--- config.mk ---
export PLATFORM = sky130hd
export DESIGN_NAME = deserializer_fifo
export DESIGN_NICKNAME = d
export VERILOG_FILES = /design/src/rtl/deser_pkg.sv /design/src/rtl/deserializer_fifo_sync_fifo.sv /design/src/rtl/deserializer_fifo.sv
export SDC_FILE = /design/constraint.sdc
export NUM_CORES = 1
export LEC_CHECK = 0
export BUFFER_PORTS_ARGS = -buffer_cell sky130_fd_sc_hd__buf_2
export CORE_ASPECT_RATIO = 0.6
export CORE_MARGIN = 4
export CORE_UTILIZATION = 45
export DETAILED_ROUTE_END_ITERATION = 10
export SLEW_MARGIN = 10
export SYNTH_ARGS = -nofsm -noshare
export SYNTH_HDL_FRONTEND = slang
export SYNTH_SLANG_ARGS = --single-unit
--- constraint.sdc ---
create_clock -name clock_100 -period 4.5 [get_ports clock_100]
set_input_delay 0.225 -clock clock_100 [delete_from_list [all_inputs] [get_ports clock_100]]
set_output_delay 0.225 -clock clock_100 [all_outputs]
set_load 0.005 [all_outputs]
--- src/rtl/deser_pkg.sv ---
// Shared constants and a bit-ordering helper for the serial word deserializer.
package deser_pkg;

  localparam int unsigned DESER_WIDTH = 8;
  localparam int unsigned DESER_DEPTH = 4;

  // Word as presented on data_out when its bits are sent word[W-1] first.
  function automatic logic [DESER_WIDTH-1:0] bit_order(input logic [DESER_WIDTH-1:0] word,
                                                       input logic msb_first);
    logic [DESER_WIDTH-1:0] r_res;
    r_res = word;
    if (!msb_first) begin
      for (int unsigned i = 0; i < DESER_WIDTH; i++) begin
        r_res[i] = word[DESER_WIDTH-1-i];
      end
    end
    return r_res;
  endfunction

endpackage

--- src/rtl/deserializer_fifo_sync_fifo.sv ---
// Level-tracked synchronous FIFO; head word is read combinationally and forced to 0 when empty.
module sync_fifo
  import deser_pkg::*;
#(
  parameter int unsigned WIDTH = DESER_WIDTH,
  parameter int unsigned DEPTH = DESER_DEPTH
) (
  input  logic                     clock_100,
  input  logic                     reset,
  input  logic                     i_push,
  input  logic [WIDTH-1:0]         i_wdata,
  input  logic                     i_pop,
  output logic [WIDTH-1:0]         o_rdata,
  output logic                     o_full,
  output logic                     o_empty,
  output logic [$clog2(DEPTH):0]   o_level
);

  localparam int unsigned PTR_W = $clog2(DEPTH);
  localparam int unsigned LVL_W = $clog2(DEPTH) + 1;

  logic [WIDTH-1:0] r_mem [DEPTH];
  logic [PTR_W-1:0] r_wr_ptr;
  logic [PTR_W-1:0] r_rd_ptr;
  logic [LVL_W-1:0] r_level;
  logic             w_do_push;
  logic             w_do_pop;

  always_comb begin
    o_full    = (r_level == LVL_W'(DEPTH));
    o_empty   = (r_level == '0);
    w_do_push = i_push && !o_full;
    w_do_pop  = i_pop && !o_empty;
    o_rdata   = o_empty ? '0 : r_mem[r_rd_ptr];
    o_level   = r_level;
  end

  always_ff @(posedge clock_100) begin
    if (w_do_push) begin
      r_mem[r_wr_ptr] <= i_wdata;
    end
  end

  // Pointers wrap naturally at DEPTH (power of two); level moves only on unbalanced push/pop.
  always_ff @(posedge clock_100) begin
    if (reset) begin
      r_wr_ptr <= '0;
      r_rd_ptr <= '0;
      r_level  <= '0;
    end else begin
      if (w_do_push) begin
        r_wr_ptr <= r_wr_ptr + PTR_W'(1);
      end
      if (w_do_pop) begin
        r_rd_ptr <= r_rd_ptr + PTR_W'(1);
      end
      if (w_do_push && !w_do_pop) begin
        r_level <= r_level + LVL_W'(1);
      end else if (w_do_pop && !w_do_push) begin
        r_level <= r_level - LVL_W'(1);
      end
    end
  end

endmodule

--- src/rtl/deserializer_fifo.sv ---
// Serial-to-parallel converter: assembles WIDTH strobed bits into a word and queues it for a
// ready/ack consumer; only the word-completing bit stalls when the queue is full.
module deserializer_fifo
  import deser_pkg::*;
#(
  parameter int unsigned WIDTH     = DESER_WIDTH,
  parameter int unsigned DEPTH     = DESER_DEPTH,
  parameter bit          MSB_FIRST = 1'b1
) (
  input  logic                   clock_100,
  input  logic                   reset,
  input  logic                   data_in,
  input  logic                   write_in,
  output logic                   in_ready,
  input  logic                   ack_in,
  output logic [WIDTH-1:0]       data_out,
  output logic                   data_ready,
  output logic [$clog2(DEPTH):0] level,
  output logic                   overflow
);

  localparam int unsigned     CNT_W    = $clog2(WIDTH);
  localparam logic [CNT_W-1:0] LAST_BIT = CNT_W'(WIDTH - 1);

  logic [WIDTH-1:0] r_shift;
  logic [CNT_W-1:0] r_bit_cnt;
  logic             r_overflow;

  logic             w_full;
  logic             w_empty;
  logic             w_last;
  logic             w_accept;
  logic             w_push;
  logic             w_pop;
  logic [WIDTH-1:0] w_next_word;

  // Readiness ignores ack_in on purpose so the stall decision never depends on the consumer.
  always_comb begin
    w_last   = (r_bit_cnt == LAST_BIT);
    in_ready = !(w_full && w_last);
    w_accept = write_in && in_ready;
    w_push   = w_accept && w_last;
    w_pop    = ack_in && !w_empty;
    if (MSB_FIRST) begin
      w_next_word = {r_shift[WIDTH-2:0], data_in};
    end else begin
      w_next_word = {data_in, r_shift[WIDTH-1:1]};
    end
  end

  always_ff @(posedge clock_100) begin
    if (reset) begin
      r_shift    <= '0;
      r_bit_cnt  <= '0;
      r_overflow <= 1'b0;
    end else begin
      if (w_accept) begin
        if (w_last) begin
          r_shift   <= '0;
          r_bit_cnt <= '0;
        end else begin
          r_shift   <= w_next_word;
          r_bit_cnt <= r_bit_cnt + CNT_W'(1);
        end
      end
      if (write_in && !in_ready) begin
        r_overflow <= 1'b1;
      end
    end
  end

  sync_fifo #(
    .WIDTH (WIDTH),
    .DEPTH (DEPTH)
  ) u_fifo (
    .clock_100 (clock_100),
    .reset     (reset),
    .i_push    (w_push),
    .i_wdata   (w_next_word),
    .i_pop     (w_pop),
    .o_rdata   (data_out),
    .o_full    (w_full),
    .o_empty   (w_empty),
    .o_level   (level)
  );

  assign data_ready = !w_empty;
  assign overflow   = r_overflow;

endmodule

* After elaboration in Yosys (flattened, before gate mapping)
Memory sizes are Yosys's and may differ from the RTL's. A register that Yosys moved wholly into a read port is not among the register bits.
Cells that the tools add are included.
** Operators by class
- Reductions and logical operators :: 16
- Multiplexer cells :: 9
- Eq/ne operators :: 2
- Add/subtract/negate cells :: 5
** Operators with widths (number)
- $logic_and A1 B1 Y1 :: 9
- $mux W3 :: 3
- $mux W8 :: 1
- $mux W7 :: 1
- $add A3 B1 Y3 const B :: 2
- $eq A3 B3 Y1 const B :: 2
- $logic_not A1 Y1 :: 5
- $add A2 B1 Y2 const B :: 2
- $mux W2 :: 2
- $logic_not A3 Y1 :: 1
- $sub A3 B1 Y3 const B :: 1
- $mux W1 :: 2
- $reduce_bool A2 Y1 :: 1
** Storage, ports and cells
- Output and inout port bits :: 14
- Input port bits :: 5
- Bits in registers :: 18
- Memory bits (writable) :: 32
- Logic and storage cells :: 39
- Memories :: 1
** Memory list
- u_fifo.r_mem :: words 4, width 8, read ports 1, clocked after memory_dff 1, write ports 1, RTL line deserializer_fifo_sync_fifo.sv:22 : logic [WIDTH-1:0] r_mem [DEPTH];

* Depth between registers and ports, before layout
- Depth after elaboration :: 10
- Depth in mapped cells :: 10
- Gate-level depth less buffers :: 10

* By module
A second synthesis with hierarchy kept.
** Unflattened totals
- Cell total of the unflattened synthesis :: 148
- Area total of the unflattened synthesis :: 2229.6 um2
** Modules (own cells, without submodules)
- sync_fifo :: instances 1, cells an instance 100, area each 1752.9 um2
- deserializer_fifo :: instances 1, cells an instance 48, area each 476.7 um2

* Worst setup path after synthesis
OpenSTA, ideal clock, no wires.
- Path type :: register to register
- Start point :: reg r_bit_cnt[0]
- End point :: reg u_fifo.r_level[2] (netlist: u_fifo.o_level[2])
- Cell stages (with the launch flop) :: 11
- Path slack :: 2210 ps
- Data required time :: 4429 ps
- Clock period less this slack :: 2290 ps
- Arrival :: 2219 ps
- Path through :: dfxtp_1 > ha_1 > ha_1 > nand2_1 > a21oi_2 > ha_1 > inv_1 > fa_1 > xor2_1 > or3_2 > a21oi_1
** On the way
- Word-level cells in the longest chain between the ends :: 9
** RTL lines
- start: declaration :: RTL line deserializer_fifo.sv:26 : logic [CNT_W-1:0] r_bit_cnt;
- start signal: assignment :: RTL line deserializer_fifo.sv:63 : r_bit_cnt <= r_bit_cnt + CNT_W'(1);
- $eq A3 B3 Y1 (*) :: RTL line deserializer_fifo.sv:39 : w_last = (r_bit_cnt == LAST_BIT);
- $logic_and A1 B1 Y1 :: RTL line deserializer_fifo.sv:40 : in_ready = !(w_full && w_last);
- $logic_not A1 Y1 :: RTL line deserializer_fifo.sv:40
- $logic_and A1 B1 Y1 :: RTL line deserializer_fifo.sv:41 : w_accept = write_in && in_ready;
- $logic_and A1 B1 Y1 (*) :: RTL line deserializer_fifo.sv:42 : w_push = w_accept && w_last;
- $logic_and A1 B1 Y1 (*) :: RTL line deserializer_fifo_sync_fifo.sv:32 : w_do_push = i_push && !o_full;
- via u_fifo.w_do_push :: RTL line deserializer_fifo_sync_fifo.sv:26 : logic w_do_push;
- $logic_not A1 Y1 :: RTL line deserializer_fifo_sync_fifo.sv:59 : end else if (w_do_pop && !w_do_push) begin
- $logic_and A1 B1 Y1 :: RTL line deserializer_fifo_sync_fifo.sv:59
- $reduce_bool A2 Y1 (no source line)
- end signal: assignment :: RTL line deserializer_fifo_sync_fifo.sv:58 : r_level <= r_level + LVL_W'(1);
- end signal: assignment :: RTL line deserializer_fifo_sync_fifo.sv:60 : r_level <= r_level - LVL_W'(1);
- end: declaration :: RTL line deserializer_fifo_sync_fifo.sv:25 : logic [LVL_W-1:0] r_level;
The timed path passes the listed nets; every way through them passes the cells marked *.
A chain may end at the register's enable or synchronous reset.

* Final worst setup path
Same ends and word-level chain as after synthesis.

==> impl_metrics.sql <==
INSERT INTO impl_metrics (metric_group, metric, value, unit) VALUES
('routing', 'drc', '0', ''),
('worst_setup_path', 'crit_chain', 'ha_1 -> ha_1 -> nand2_1 -> a21oi_2 -> ha_1 -> inv_1 -> fa_1 -> xor2_1 -> or3_2 -> a21oi_1', ''),
('place', 'globalplace.congestion', '0.674', ''),
('cts', 'clock-root-buffer', 'sky130_fd_sc_hd__clkbuf_8', ''),
('cts', 'h-tree-depth', '2', ''),
('hold_path', 'min-delay-path-class', 'input port to flop', ''),
('cts', 'clock_tree_from_tritoncts', 'done', ''),
('status', 'run_status', 'finished, final reports clean', ''),
('cts', 'cts.repair_timing.setup_buffer_count', '0', ''),
('floorplanning', 'chipHeight', '61.6', 'um'),
('finish', 'synth_to_layout_area_growth', '10.3', '%'),
('finish', 'multi_input_comb_area', '724', 'um^2'),
('worst_setup_path', 'worstPathRequired', '4.74', 'ns'),
('sta', 'maxSlewHeadroom', '60.2', '%'),
('sta', 'postLayoutSetupSlackWorst', '1.98', 'ns'),
('finish', 'layout.cells.most_common', 'sky130_fd_sc_hd__edfxtp_1', ''),
('synthesis', 'synth.distinct_cells', '33', ''),
('floorplanning', 'die_w', '97.3', 'um'),
('grt', 'grt_antenna_before_repair', '0', ''),
('synthesis', 'yosys_register_bits', '52', ''),
('worst_setup_path', 'timing.critical_path.arrival', '2.76', 'ns'),
('worst_setup_path', 'cp-start-kind', 'flop', ''),
('floorplanning', 'core_area', '4590', 'um^2'),
('grt', 'grt_max_degree', '25', ''),
('sta', 'tightestPinTransition', '0.597', 'ns'),
('power_and_ir_drop', 'ir_drop', '0.000209', 'V'),
('floorplanning', 'die_area', '6000', 'um^2'),
('finish', 'nets', '178', ''),
('worst_setup_path', 'critical_path.endpoint', 'u_fifo.o_level[2]', ''),
('synthesis', 'post_synth_instance_area', '2150', 'um^2'),
('power_and_ir_drop', 'powerDensity', '443', 'nW/um^2'),
('cts', 'tritoncts_num_sinks', '52', ''),
('worst_setup_path', 'path_max_fanout', '7', ''),
('synthesis', 'ys.flop_type', 'sky130_fd_sc_hd__edfxtp_1', ''),
('finish', 'finalCoreUtilization', '51.8', '%'),
('worst_setup_path', 'max_stage_delay_on_crit_path', '0.40', 'ns'),
('synthesis', 'syn_avg_cell_area', '14.8', 'um^2'),
('finish', 'share_of_final_layout_standard_cells_stronger_than_drive_strength_1', '24.7', '%'),
('worst_setup_path', 'worst_r2r_startpoint', 'r_bit_cnt[0]', ''),
('grt', 'first_global_vias', '1174', ''),
('routing', 'via_density', '4.97', ''),
('flow_run', 'drv_cap', '0', ''),
('routing', 'detail-route-antenna-nets', '0', ''),
('floorplanning', 'rows', '19', ''),
('finish', 'sequential_standard_cell_area', '1360', 'um^2'),
('cts', 'ctsResizeCount', '0', ''),
('sta', 'grt_setup_unrepaired', 'false', ''),
('synthesis', 'synth.net_count', '159', ''),
('cts', 'clk_transition_reported_paths', '0.09', 'ns'),
('power_and_ir_drop', 'static-leakage-power', '0.820', 'nW'),
('sta', 'hold_viol', '0', ''),
('sta', 'clock.fmax', '397', 'MHz'),
('worst_setup_path', 'reg2reg_to', 'u_fifo.o_level[2]', ''),
('floorplanning', 'num_io_pins', '19', ''),
('sta', 'finalWorstPathRequiredPeriod', '2.52', 'ns'),
('synthesis', 'share_of_the_yosys_chip_area_belonging_to_registers', '63.2', '%'),
('cts', 'cts-buffers-inserted', '5', ''),
('grt', 'globalRoute.totalOverflow', '0', ''),
('cts', 'holdBufCountCts', '0', ''),
('finish', 'most-common-layout-cells', '32 x sky130_fd_sc_hd__edfxtp_1, 20 x sky130_fd_sc_hd__dfxtp_1, 18 x sky130_fd_sc_hd__buf_2', ''),
('synthesis', 'synth_cells', '146', ''),
('place', 'hpwl_after_dpl', '2580', 'um'),
('worst_setup_path', 'cp-end-kind', 'flop', ''),
('worst_setup_path', 'worstSetupPathType', 'flop to flop', ''),
('place', 'portBuffers', '18', ''),
('grt', 'grt_first_pass_wirelength', '5920', 'um'),
('routing', 'initial_detailed_routing_violation_count', '64', ''),
('finish', 'n_antenna_cell', '0', ''),
('sta', 'maxSlewViolCount', '0', ''),
('place', 'preCtsSetupSlack', '1.99', 'ns'),
('worst_setup_path', 'path_common_cell', 'sky130_fd_sc_hd__ha_1', '');
-- synth_stat cells (2+ instances only) --
library cell | n | area (um^2)
sky130_fd_sc_hd__nor2_1 | 8 | 30.0
sky130_fd_sc_hd__edfxtp_1 | 32 | 961
sky130_fd_sc_hd__dfxtp_1 | 20 | 400
sky130_fd_sc_hd__a21oi_1 | 3 | 15.0
sky130_fd_sc_hd__mux4_2 | 8 | 180
sky130_fd_sc_hd__nand2_1 | 2 | 7.51
sky130_fd_sc_hd__clkbuf_1 | 2 | 7.51
sky130_fd_sc_hd__mux2i_1 | 3 | 30.0
sky130_fd_sc_hd__xor2_1 | 3 | 26.3
sky130_fd_sc_hd__buf_1 | 2 | 7.51
sky130_fd_sc_hd__nand2b_1 | 12 | 75.1
sky130_fd_sc_hd__nor2b_1 | 9 | 56.3
sky130_fd_sc_hd__o32ai_2 | 2 | 32.5
sky130_fd_sc_hd__and2_1 | 4 | 25.0
sky130_fd_sc_hd__o22ai_1 | 5 | 31.3
sky130_fd_sc_hd__ha_1 | 7 | 87.6
sky130_fd_sc_hd__inv_1 | 8 | 30.0
-- routing by layer --
metal / vias up / global-route usage, % / part of all wire, %
li1: 561 / - / -
met1: 557 / 16.9 / 49
met2: 14 / 23.0 / 47
met3: 5 / 4.41 / 3.8
met4: 0 / 3.94 / 0.68
met5: - / 0 / 0
-- flip-flops by register name, indices dropped and copies added, names as in the netlist, named ones only --
signal / flops
u_fifo.r_rd_ptr: 2
overflow: 1
u_fifo.r_mem: 32
u_fifo.o_level: 3
r_bit_cnt: 3
u_fifo.r_wr_ptr: 2
r_shift: 7
-- worst min path at each step --
stage	from	to	cells past startpoint
2_1_floorplan	data_in	u_fifo.r_mem[0][0]	0
3_3_place_gp	overflow	overflow	2
3_5_place_dp	overflow	overflow	2
4_1_cts	data_in	u_fifo.r_mem[0][0]	1
5_1_grt	data_in	u_fifo.r_mem[0][0]	1
6_report	data_in	u_fifo.r_mem[3][0]	1
-- final cells by class --
type | count | area share (%)
Sequential cell | 52 | 57.3
Multi-Input combinational cell | 79 | 30.5
Timing Repair Buffer | 19 | 4.11
Tap cell | 63 | 3.32
Clock buffer | 6 | 3.05
Inverter | 8 | 1.26
Clock inverter | 2 | 0.474
-- critical path: cells and delay by family (launching register included) --
kind	cells	cell delay, ns
buffers and inverters	1	0.06
AOI/OAI and AO/OA	2	0.39
DFF	1	0.38
adders and majority gates	4	0.98
xor gates and xnor gates	1	0.16
and+or+nand+nor	2	0.48
-- stage by stage --
| stage | power, W | instances | cell area [um^2] |
|---|---|---|---|
| floorplan | 0.000710 | 146 | 2150 |
| global placement | 0.000808 | 221 | 2290 |
| detailed placement | 0.000817 | 221 | 2290 |
| CTS | 0.00107 | 229 | 2380 |
| global route | 0.00111 | 229 | 2380 |
| finish | 0.00105 | 229 | 2380 |
-- cell families after synthesis --
| group | count (synthesis) | share of synthesized area [%] |
|---|---|---|
| AOI/OAI and AO/OA | 16 | 6.10 |
| xor gates and xnor gates | 3 | 1.22 |
| adders and majority gates | 8 | 4.99 |
| buffers and inverters | 15 | 3.19 |
| DFF | 52 | 63.2 |
| muxes | 12 | 10.3 |
| and+or+nand+nor | 40 | 11.0 |
-- power breakdown --
group / total, W / internal [W] / switching [W]
Sequential: 0.000561 / 0.000521 / 0.0000400
Combinational: 0.000238 / 0.000121 / 0.000117
Clock: 0.000254 / 0.000108 / 0.000146
No activity file was read; power rests on OpenSTA's default activity.
